==> config.mk <==
export PLATFORM = sky130hd
export DESIGN_NAME = fir_decim_buffer
export DESIGN_NICKNAME = d
export VERILOG_FILES = /design/src/rtl/fir_decim_buffer_pkg.sv /design/src/rtl/fir_decim_buffer_sync_fifo.sv /design/src/rtl/fir_decim_buffer.sv
export SDC_FILE = /design/constraint.sdc
export NUM_CORES = 1
export LEC_CHECK = 0
export BUFFER_PORTS_ARGS = -buffer_cell sky130_fd_sc_hd__buf_2
export CAP_MARGIN = 10
export CORE_UTILIZATION = 50
export CTS_CLUSTER_DIAMETER = 200
export DETAILED_ROUTE_END_ITERATION = 7
export PLACE_DENSITY = 0.66
export SYNTH_ARGS = -nofsm -noshare
export SYNTH_HDL_FRONTEND = slang
export SYNTH_SLANG_ARGS = --single-unit
==> constraint.sdc <==
create_clock -name clk -period 5.82 [get_ports clk]
set_input_delay 1.164 -clock clk [delete_from_list [all_inputs] [get_ports clk]]
set_output_delay 1.164 -clock clk [all_outputs]
set_load 0.02 [all_outputs]
==> src/rtl/fir_decim_buffer_pkg.sv <==
// Shared constants for the FIR output stage and the clog2 helper that sizes o_level.
// FIR_PIPE_LAT must track the pipeline depth of the upstream filter.
package fir_decim_buffer_pkg;
  localparam int FIR_PIPE_LAT   = 3;
  localparam int FIR_WW_OUTPUT  = 8;
  localparam int FIR_FIFO_DEPTH = 8;

  function automatic int fir_clog2(input int value);
    int r;
    r = 0;
    while ((1 << r) < value) r = r + 1;
    return r;
  endfunction
endpackage

==> src/rtl/fir_decim_buffer_sync_fifo.sv <==
// Single-clock FIFO with a registered head: a write into an empty FIFO is visible next clock.
// Writes while full are ignored unless a read happens in the same clock; reads while empty are ignored.
module sync_fifo
  import fir_decim_buffer_pkg::*;
#(
  parameter int WIDTH = 8,
  parameter int DEPTH = 8
) (
  input  logic                      clk,
  input  logic                      i_srst,
  input  logic                      i_wr,
  input  logic [WIDTH-1:0]          i_wdata,
  input  logic                      i_rd,
  output logic [WIDTH-1:0]          o_head,
  output logic                      o_empty,
  output logic                      o_full,
  output logic [fir_clog2(DEPTH):0] o_level
);
  localparam int AW = fir_clog2(DEPTH);
  localparam int LW = AW + 1;
  localparam logic [LW-1:0] LVL_FULL = LW'(DEPTH);

  logic [WIDTH-1:0] mem_q [DEPTH];
  logic [AW-1:0]    wr_ptr_q, wr_ptr_d;
  logic [AW-1:0]    rd_ptr_q, rd_ptr_d;
  logic [AW-1:0]    rd_nxt;
  logic [LW-1:0]    level_q, level_d;
  logic [WIDTH-1:0] head_q, head_d;
  logic             rd, wr;

  assign o_empty = (level_q == '0);
  assign o_full  = (level_q == LVL_FULL);
  assign rd      = i_rd & ~o_empty;
  assign wr      = i_wr & (~o_full | rd);
  assign rd_nxt  = rd_ptr_q + AW'(1);

  always_comb begin
    wr_ptr_d = wr ? wr_ptr_q + AW'(1) : wr_ptr_q;
    rd_ptr_d = rd ? rd_nxt : rd_ptr_q;
    level_d  = level_q;
    if (wr && !rd)
      level_d = level_q + LW'(1);
    else if (rd && !wr)
      level_d = level_q - LW'(1);
    // Head is pre-fetched so o_head never depends on this cycle's read request.
    head_d = head_q;
    if (rd) begin
      if (level_q > LW'(1))
        head_d = mem_q[rd_nxt];
      else if (wr)
        head_d = i_wdata;
    end else if (wr && o_empty) begin
      head_d = i_wdata;
    end
  end

  always_ff @(posedge clk) begin
    if (i_srst) begin
      wr_ptr_q <= '0;
      rd_ptr_q <= '0;
      level_q  <= '0;
      head_q   <= '0;
    end else begin
      wr_ptr_q <= wr_ptr_d;
      rd_ptr_q <= rd_ptr_d;
      level_q  <= level_d;
      head_q   <= head_d;
    end
  end

  always_ff @(posedge clk) begin
    if (wr)
      mem_q[wr_ptr_q] <= i_wdata;
  end

  assign o_head  = head_q;
  assign o_level = level_q;
endmodule

==> src/rtl/fir_decim_buffer.sv <==
// FIR output stage: re-times the filter enable by PIPE_LAT, keeps 1 of (i_decim+1) strobes, buffers in a FIFO.
// Kept sample visible one clock after capture; stalls drop samples (sticky o_overflow, o_drop_cnt with FIR_DECIM_DROP_CNT_EN).
module fir_decim_buffer
  import fir_decim_buffer_pkg::*;
#(
  parameter int WW_DATA    = FIR_WW_OUTPUT,
  parameter int PIPE_LAT   = FIR_PIPE_LAT,
  parameter int FIFO_DEPTH = FIR_FIFO_DEPTH
) (
  input  logic                           clk,
  input  logic                           i_srst,
  input  logic                           i_en,
  input  logic [WW_DATA-1:0]             i_data,
  input  logic [3:0]                     i_decim,
  output logic [WW_DATA-1:0]             o_data,
  output logic                           o_valid,
  input  logic                           i_ready,
  output logic [fir_clog2(FIFO_DEPTH):0] o_level,
  output logic                           o_overflow
`ifdef FIR_DECIM_DROP_CNT_EN
  ,
  output logic [15:0]                    o_drop_cnt
`endif
);
  logic [PIPE_LAT-1:0] en_dly_q, en_dly_d;
  logic [3:0]          phase_q, phase_d;
  logic [3:0]          dec_q, dec_d;
  logic                ovf_q, ovf_d;
  logic                strobe, keep, rd, wr, drop;
  logic                fifo_empty, fifo_full;

  assign strobe = en_dly_q[PIPE_LAT-1];
  assign keep   = strobe & (phase_q == 4'd0);
  assign rd     = i_ready & ~fifo_empty;
  assign wr     = keep & (~fifo_full | rd);
  assign drop   = keep & fifo_full & ~rd;

  always_comb begin
    en_dly_d    = en_dly_q << 1;
    en_dly_d[0] = i_en;
  end

  // The decimation factor is only re-sampled at a period boundary.
  always_comb begin
    phase_d = phase_q;
    dec_d   = dec_q;
    if (strobe) begin
      if (phase_q == dec_q) begin
        phase_d = '0;
        dec_d   = i_decim;
      end else begin
        phase_d = phase_q + 4'd1;
      end
    end
  end

  assign ovf_d = ovf_q | drop;

  always_ff @(posedge clk) begin
    if (i_srst) begin
      en_dly_q <= '0;
      phase_q  <= '0;
      dec_q    <= i_decim;
      ovf_q    <= 1'b0;
    end else begin
      en_dly_q <= en_dly_d;
      phase_q  <= phase_d;
      dec_q    <= dec_d;
      ovf_q    <= ovf_d;
    end
  end

`ifdef FIR_DECIM_DROP_CNT_EN
  logic [15:0] drop_cnt_q, drop_cnt_d;

  always_comb begin
    drop_cnt_d = drop_cnt_q;
    if (drop && drop_cnt_q != 16'hFFFF)
      drop_cnt_d = drop_cnt_q + 16'd1;
  end

  always_ff @(posedge clk) begin
    if (i_srst)
      drop_cnt_q <= '0;
    else
      drop_cnt_q <= drop_cnt_d;
  end

  assign o_drop_cnt = drop_cnt_q;
`endif

  sync_fifo #(
    .WIDTH (WW_DATA),
    .DEPTH (FIFO_DEPTH)
  ) u_fifo (
    .clk     (clk),
    .i_srst  (i_srst),
    .i_wr    (wr),
    .i_wdata (i_data),
    .i_rd    (rd),
    .o_head  (o_data),
    .o_empty (fifo_empty),
    .o_full  (fifo_full),
    .o_level (o_level)
  );

  assign o_valid    = ~fifo_empty;
  assign o_overflow = ovf_q;
endmodule
==> results of run 1 <==
## cell families (layout without fill, tap and decap cells)
logic type,Yosys count,after routing,share of synthesized area (%)
compound gates,34,34,6.417
xor+xnor,15,15,3.616
fa+ha+maj,9,9,2.932
buf+inv,14,56,1.857
flops,94,94,66.71
mux,42,42,11.47
simple gates,53,53,7.003
## per-layer routing
layer  global-route usage [%]  share of wire (%)  vias up
li1                         -                  -     1064
met1                    25.23                 48     1070
met2                    30.58                 47       52
met3                    3.108                3.4       14
met4                    9.380                1.8        0
met5                        0                  0        -
## worst max-delay path: stages (launching register included)
cell	delay, ns
dfxtp_1	0.46
inv_1	0.10
ha_1	0.24
nor3b_1	0.16
inv_1	0.12
buf_2	0.18
## cell type report
| cell class | instances | area (µm²) |
|---|---|---|
| well taps | 99 | 123.9 |
| clock inverters | 6 | 62.56 |
| repair buffers | 33 | 175.2 |
| inverters | 7 | 26.28 |
| clock buffers | 10 | 127.6 |
| multi-input cells | 153 | 1225 |
| fillers | 592 | 3028 |
| flip-flops and latches | 94 | 2562 |
## registers in the layout (all words and copies together), names as in the netlist
name	count
dec_q	4
en_dly_q	3
o_overflow	1
phase_q	4
u_fifo.wr_ptr_q	3
u_fifo.mem_q	64
u_fifo.rd_ptr_q	3
u_fifo.o_head	8
u_fifo.o_level	4
## how the worst max path moves through the flow
stage	to	slack, ns	start
6_report	o_valid	3.04	u_fifo.o_level[0]$_SDFFE_PP0P_
2_1_floorplan	u_fifo.o_level[3]$_SDFFE_PP0P_	3.09	i_ready
5_1_grt	o_valid	2.85	u_fifo.o_level[0]$_SDFFE_PP0P_
4_1_cts	o_valid	3.01	u_fifo.o_level[0]$_SDFFE_PP0P_
3_5_place_dp	u_fifo.mem_q[4][4]$_DFFE_PP_	2.63	i_ready
3_3_place_gp	u_fifo.mem_q[4][0]$_DFFE_PP_	2.68	i_ready
## power by group through the flow
stage          clock network [mW]  registers [mW]  logic, mW
6_report                    0.416           0.804      0.398
3_5_place_dp                    0           0.818      0.401
3_3_place_gp                    0           0.817      0.398
5_1_grt                     0.451           0.812      0.438
2_1_floorplan                   0           0.848      0.248
4_1_cts                     0.424           0.803      0.403
## placed cells by master, fill, tap and decap left out, types with 7 or more instances in the layout
cell and count:
o32ai_1 8, buf_2 29, dfxtp_1 26, a22o_1 8
o22ai_1 8, clkbuf_8 9, edfxtp_1 68, mux2_2 16
xor2_1 10, mux2i_1 26, nor2_1 17, nand2_1 11
inv_1 7, ha_1 9
## through the flow
stage               instance area (µm²)  std cells  hold WS (ns)
finish                             4303        402        0.4399
floorplan                          3841        261        0.4138
detailed placement                 4105        385        0.4284
CTS                                4295        401        0.4421
global route                       4303        402        0.4445
global placement                   4105        385        0.4190
## cell usage after synthesis (all sizes together), types with 6 or more instances
cell type	n
edfxtp	68
dfxtp	26
mux2i	26
nor2	17
mux2	16
nand2	11
xor2	11
ha	9
a22o	8
o22ai	8
o32ai	8
inv	7
a21oi	6
buf	6
==> metrics.md, run 1 <==
| Metric | Value |
|---|---|
| Sequential power share | `49.7%` |
| Placer congestion estimate | `0.7683` |
| Pins Over Slew Limit | `0` |
| Worst Max-Slew Pin Slew | `1.169 ns` |
| Syn Area/Cell | `14.72 µm²` |
| Post-synth EDFFs | `68` |
| Port Buffers | `29` |
| Status | `complete, no violations` |
| Core box area | `0.007331 mm²` |
| Count of nets after finishing | `323` |
| Total CTS buffers | `9` |
| Worst reg2reg path depth | `5` |
| Dominant cells by area after synthesis | `edfxtp_1, dfxtp_1, mux2i_1` |
| Internal power | `1.114 mW` |
| RR Startpoint | `u_fifo.o_level[0]$_SDFFE_PP0P_` |
| Pre-Repair DR Iteration Count | `5` |
| Vias per std cell | `5.473` |
| Worst Hold Depth | `1` |
| Pre-CTS WS | `2.632 ns` |
| DR iter-0 viols | `111` |
| Layout Area Growth over Synthesis | `12.02%` |
| Synth Cell Area | `0.003841 mm²` |
| Clock Skew | `0.009633 ns` |
| RSZ-0062 raised after global routing | `false` |
| Dpl hpwl | `4594 µm` |
| FFs w/ async S/R, synth | `0%` |
| All-Layer GR Usage | `19.02%` |
| Initial core utilization | `52.40%` |
| Comb pwr share | `24.6%` |
| DRT antenna net count | `0` |
| Unique masters post-synth | `35` |
| Synth Warn # | `0` |
| # DRC | `0` |
| Seq/Total Area, Yosys | `66.71%` |
| CTS tree | `built` |
| Post-CTS Resized | `0` |
| CP Class | `flop to primary output` |
| Ys flop type | `edfxtp_1` |
| Routed WL per cell | `17.08 µm` |
| Setup ws final | `3.040 ns` |
| Share of cells above drive strength 1 | `22.11%` |
| Switching power | `503.8 µW` |
| DIE AREA | `0.008037 mm²` |
| Hold buffer count at CTS | `0` |
| Synth Net Count | `286` |
| Pwr Density | `376.1 mW/mm²` |
| Setup crit end kind | `primary output` |
| Worst slew margin | `21.43%` |
| Clock Power Share | `25.7%` |
| Routed WL | `6868 µm` |
| Clk buf depth | `2` |
| Crit-path max FO | `7` |
| Worst-Skew Late Latency | `0.35 ns` |
| Max rail drop VDD | `0.1978 mV` |
| Crit start category | `flop` |
| Via count | `2,200` |
| Setup bufs post-CTS | `0` |
| Tcrit/Tclk final | `47.77%` |
| Largest net degree at the start of global routing | `33` |
| H-tree depth | `3` |
| R2R Setup Slk | `3.39 ns` |
| DIE WIDTH | `89.65 µm` |
| Endpoints failing setup | `0` |
| Total leakage power | `1.558 nW` |
| Root Buffer Master | `clkbuf_8` |
| Switching part of the total | `31.13%` |
| Fin. Hold Viols | `0` |
| Clock-pin slew on the worst setup and hold paths | `0.09 ns` |
| Top-Level Pins | `30` |
| Std cell rows | `31` |
| First-pass GRT wire length | `10,740 µm` |
| Antenna violations before repair | `0` |
| Syn Inst Count | `261` |
| Final Util | `58.70%` |
| Fmax | `359.7 MHz` |
| Vias in the first global route | `2,065` |
| Antenna Cells | `0` |
| Synth area leader | `edfxtp_1` |
| Grt ovf | `0` |
| Min-Delay Endpoint | `en_dly_q[2]$_SDFF_PP0_` |
| CTS sink cnt | `94` |
| Flops & latches, synth | `94` |
| Synth top area share | `53.16%` |
| Min Tclk post-route | `2.780 ns` |
| Worst reg2reg path endpoint | `u_fifo.mem_q[2][5]$_DFFE_PP_` |
| Max Cap Violations | `0` |
| Setup TNS | `0 ns` |
| HP Start | `en_dly_q[1]$_SDFF_PP0_` |
| WP data required | `4.66 ns` |
| Die Y | `89.65 µm` |
| Min-Delay Path Class | `flop to flop` |
| Final Power | `1.618 mW` |
| CP arrival | `1.62 ns` |
Note: power is estimated with default switching activity, not from simulation.
==> inputs of run 2 (changes only) <==
--- a/config.mk
+++ b/config.mk
@@ -5,6 +5,7 @@
 export SDC_FILE = /design/constraint.sdc
 export NUM_CORES = 1
 export LEC_CHECK = 0
+export ABC_AREA = 1
 export BUFFER_PORTS_ARGS = -buffer_cell sky130_fd_sc_hd__buf_2
 export CAP_MARGIN = 10
 export CORE_UTILIZATION = 50
==> constraint.sdc (replaced) <==
create_clock -name clk -period 2.7 [get_ports clk]
set_input_delay 0.54 -clock clk [delete_from_list [all_inputs] [get_ports clk]]
set_output_delay 0.54 -clock clk [all_outputs]
set_load 0.02 [all_outputs]
==> metrics.md, run 2 <==
| Metric | Value |
|---|---|
| Grt ovf | `0` |
| Vias in the first global route | `2,633` |
| Synth Warn # | `0` |
| Fmax | `487.3 MHz` |
| Max Cap Violations | `0` |
| Max reg flops | `64` |
| Met1 GRT Util | `29.41%` |
| Commonest non-fill, non-tap cell in the layout | `nand2_1` |
| Pwr Density | `971.9 mW/mm²` |
| Antenna Cells | `0` |
| Port Buffers | `29` |
| GRT met2 Usage | `29.44%` |
| Core box area | `0.008258 mm²` |
| GR Layer Usage met3 | `3.784%` |
| Worst Max-Slew Pin Slew | `0.7779 ns` |
| DR iter-0 viols | `283` |
| Ys flop type | `edfxtp_1` |
| FFs w/ async S/R, synth | `0%` |
| CP arrival | `2.31 ns` |
| Hold buffer count at CTS | `0` |
| Worst slew margin | `47.96%` |
| Flops & latches, synth | `94` |
| Clk buf depth | `2` |
| H-tree depth | `3` |
| RSZ-0062 raised after global routing | `false` |
| Total leakage power | `2.074 nW` |
| Top cells by count, synth | `nand2_1, inv_1, edfxtp_1` |
| Via count | `2,957` |
| Clock Skew | `0.01192 ns` |
| # DRC | `0` |
| DIE AREA | `0.008958 mm²` |
| Status | `complete, no violations` |
| CTS sink cnt | `94` |
| Antenna violations before repair | `0` |
| Syn Inst Count | `444` |
| Setup ws final | `0.6478 ns` |
| Sequential power share | `37.6%` |
| Die Y | `94.65 µm` |
| Synth top area share | `47.58%` |
| CTS tree | `built` |
| Setup TNS | `0 ns` |
| Top reg by flops | `u_fifo.mem_q` |
| Endpoints failing setup | `0` |
| Placer congestion estimate | `0.7679` |
| Min-Delay Path Class | `input pin to flop` |
| Vias per std cell | `5.003` |
| DIE WIDTH | `94.65 µm` |
| Setup bufs post-CTS | `0` |
| Crit-path max FO | `8` |
| Switching power | `1.806 mW` |
| All-Layer GR Usage | `20.26%` |
| Root Buffer Master | `clkbuf_8` |
| Initial core utilization | `51.97%` |
| CP Class | `flop to flop` |
| Layout Area Growth over Synthesis | `12.22%` |
| Count of nets after finishing | `506` |
| Routed WL | `8423 µm` |
| Clock Power Share | `23.4%` |
| Tcrit/Tclk final | `76.01%` |
| Unique masters post-synth | `28` |
| Internal power | `2.874 mW` |
| Setup crit end kind | `flop` |
| Total CTS buffers | `9` |
| Post-CTS Resized | `0` |
| Switching part of the total | `38.59%` |
| Pre-Repair DR Iteration Count | `5` |
| GRT Max-Usage Layer | `met2` |
| Seq/Total Area, Yosys | `59.71%` |
| Share of cells above drive strength 1 | `16.87%` |
| Dpl hpwl | `5478 µm` |
| Pre-CTS WS | `0.6176 ns` |
| Synth area leader | `edfxtp_1` |
| Commonest non-fill, non-tap cells in the layout | `nand2_1, inv_1, edfxtp_1, nand3_1, buf_2` |
| FILL cells | `732` |
| Worst-Skew Late Latency | `0.36 ns` |
| Dominant cells by area after synthesis | `edfxtp_1, dfxtp_1, nand2_1` |
| Std cell rows | `33` |
| Cell with the most instances after synthesis | `nand2_1` |
| First-pass GRT wire length | `13,410 µm` |
| Max rail drop VDD | `0.5110 mV` |
| DRT antenna net count | `0` |
| Synth Net Count | `469` |
| Top-Level Pins | `30` |
| Fin. Hold Viols | `0` |
| Clock-pin slew on the worst setup and hold paths | `0.10 ns` |
| Min Tclk post-route | `2.052 ns` |
| WP data required | `2.96 ns` |
| Post-synth EDFFs | `68` |
| Pins Over Slew Limit | `0` |
| Routed WL per cell | `14.25 µm` |
| Largest net degree at the start of global routing | `35` |
| Comb pwr share | `38.9%` |
| Synth Cell Area | `0.004292 mm²` |
| Crit start category | `flop` |
| Syn Area/Cell | `9.666 µm²` |
run 2: cell count changes after synthesis, moves of 9 or more:
cell and delta:
nand2_1 +95, inv_1 +69, nand3_1 +53, mux2i_1 -26
mux2_2 -16, o21ai_0 +15, buf_2 +9
run 2: power by group through the flow:
stage | Combinational (mW) | Sequential [mW] | Clock [mW]
5_1_grt | 2.04 | 1.78 | 1.17
4_1_cts | 1.84 | 1.76 | 1.12
6_report | 1.82 | 1.76 | 1.10
3_3_place_gp | 1.80 | 1.79 | 0
3_5_place_dp | 1.82 | 1.80 | 0
2_1_floorplan | 1.31 | 1.89 | 0
run 2: worst paths after layout:
kind | slack, ns | to | start | cells after the start
setup / recovery | 0.65 | u_fifo.o_level[2]$_SDFFE_PP0P_ | u_fifo.o_level[0]$_SDFFE_PP0P_ | 10
hold / removal | 0.35 | dec_q[1]$_DFFE_PP_ | i_decim[1] | 1
setup reg to reg | 0.65 | u_fifo.o_level[2]$_SDFFE_PP0P_ | u_fifo.o_level[0]$_SDFFE_PP0P_ | 10
hold reg to reg | 0.41 | en_dly_q[2]$_SDFF_PP0_ | en_dly_q[1]$_SDFF_PP0_ | 2
run 2: worst max-delay path, stage by stage, from the launching register on:
cell and delay (ns):
dfxtp_1 0.39, inv_1 0.14, ha_1 0.25, nand3_2 0.13, nand2_2 0.16, inv_2 0.07
ha_1 0.37, nor2_1 0.13, o21ai_0 0.11, o21ai_0 0.16, a21oi_1 0.05
run 2: cell families (layout without fill, tap and decap cells):
family	after synthesis	count (layout)	synth area share [%]
buffers and inverters	95	137	9.213
flip-flops	94	94	59.71
AND/OR/NAND/NOR	199	199	21.17
XOR/XNOR	9	9	1.837
AO/OA/AOI/OAI	38	38	5.452
adder cells (fa/ha/maj)	9	9	2.624
run 2: per-stage QoR:
stage / utilization (%) / hold slack, ns / total power, mW / instances / instance area (µm²)
CTS: 58.32 / 0.3365 / 4.723 / 591 / 4816
global placement: 55.27 / 0.3909 / 3.592 / 575 / 4564
detailed placement: 55.27 / 0.4026 / 3.621 / 575 / 4564
finish: 58.32 / 0.3516 / 4.681 / 591 / 4816
floorplan: - / 0.3883 / 3.205 / 444 / 4292
global route: 58.32 / 0.3390 / 4.987 / 591 / 4816
run 2: cell type report:
cell class	count	area, µm²	area share (%)
Clock buffer	12	198.9	4.131
Clock inverter	4	52.55	1.091
Inverter	81	309.0	6.417
Multi-Input combinational cell	255	1334	27.70
Sequential cell	94	2562	53.21
Tap cell	105	131.4	2.728
Timing Repair Buffer	40	227.7	4.728
run 2: routing by layer:
layer / share of wire, % / wire, µm / up-vias
met1: 47 / 3926 / 1359
met4: 2.0 / 172 / 0
met2: 45 / 3813 / 80
met3: 6.1 / 511 / 15
met5: 0 / 0 / -
li1: - / - / 1503
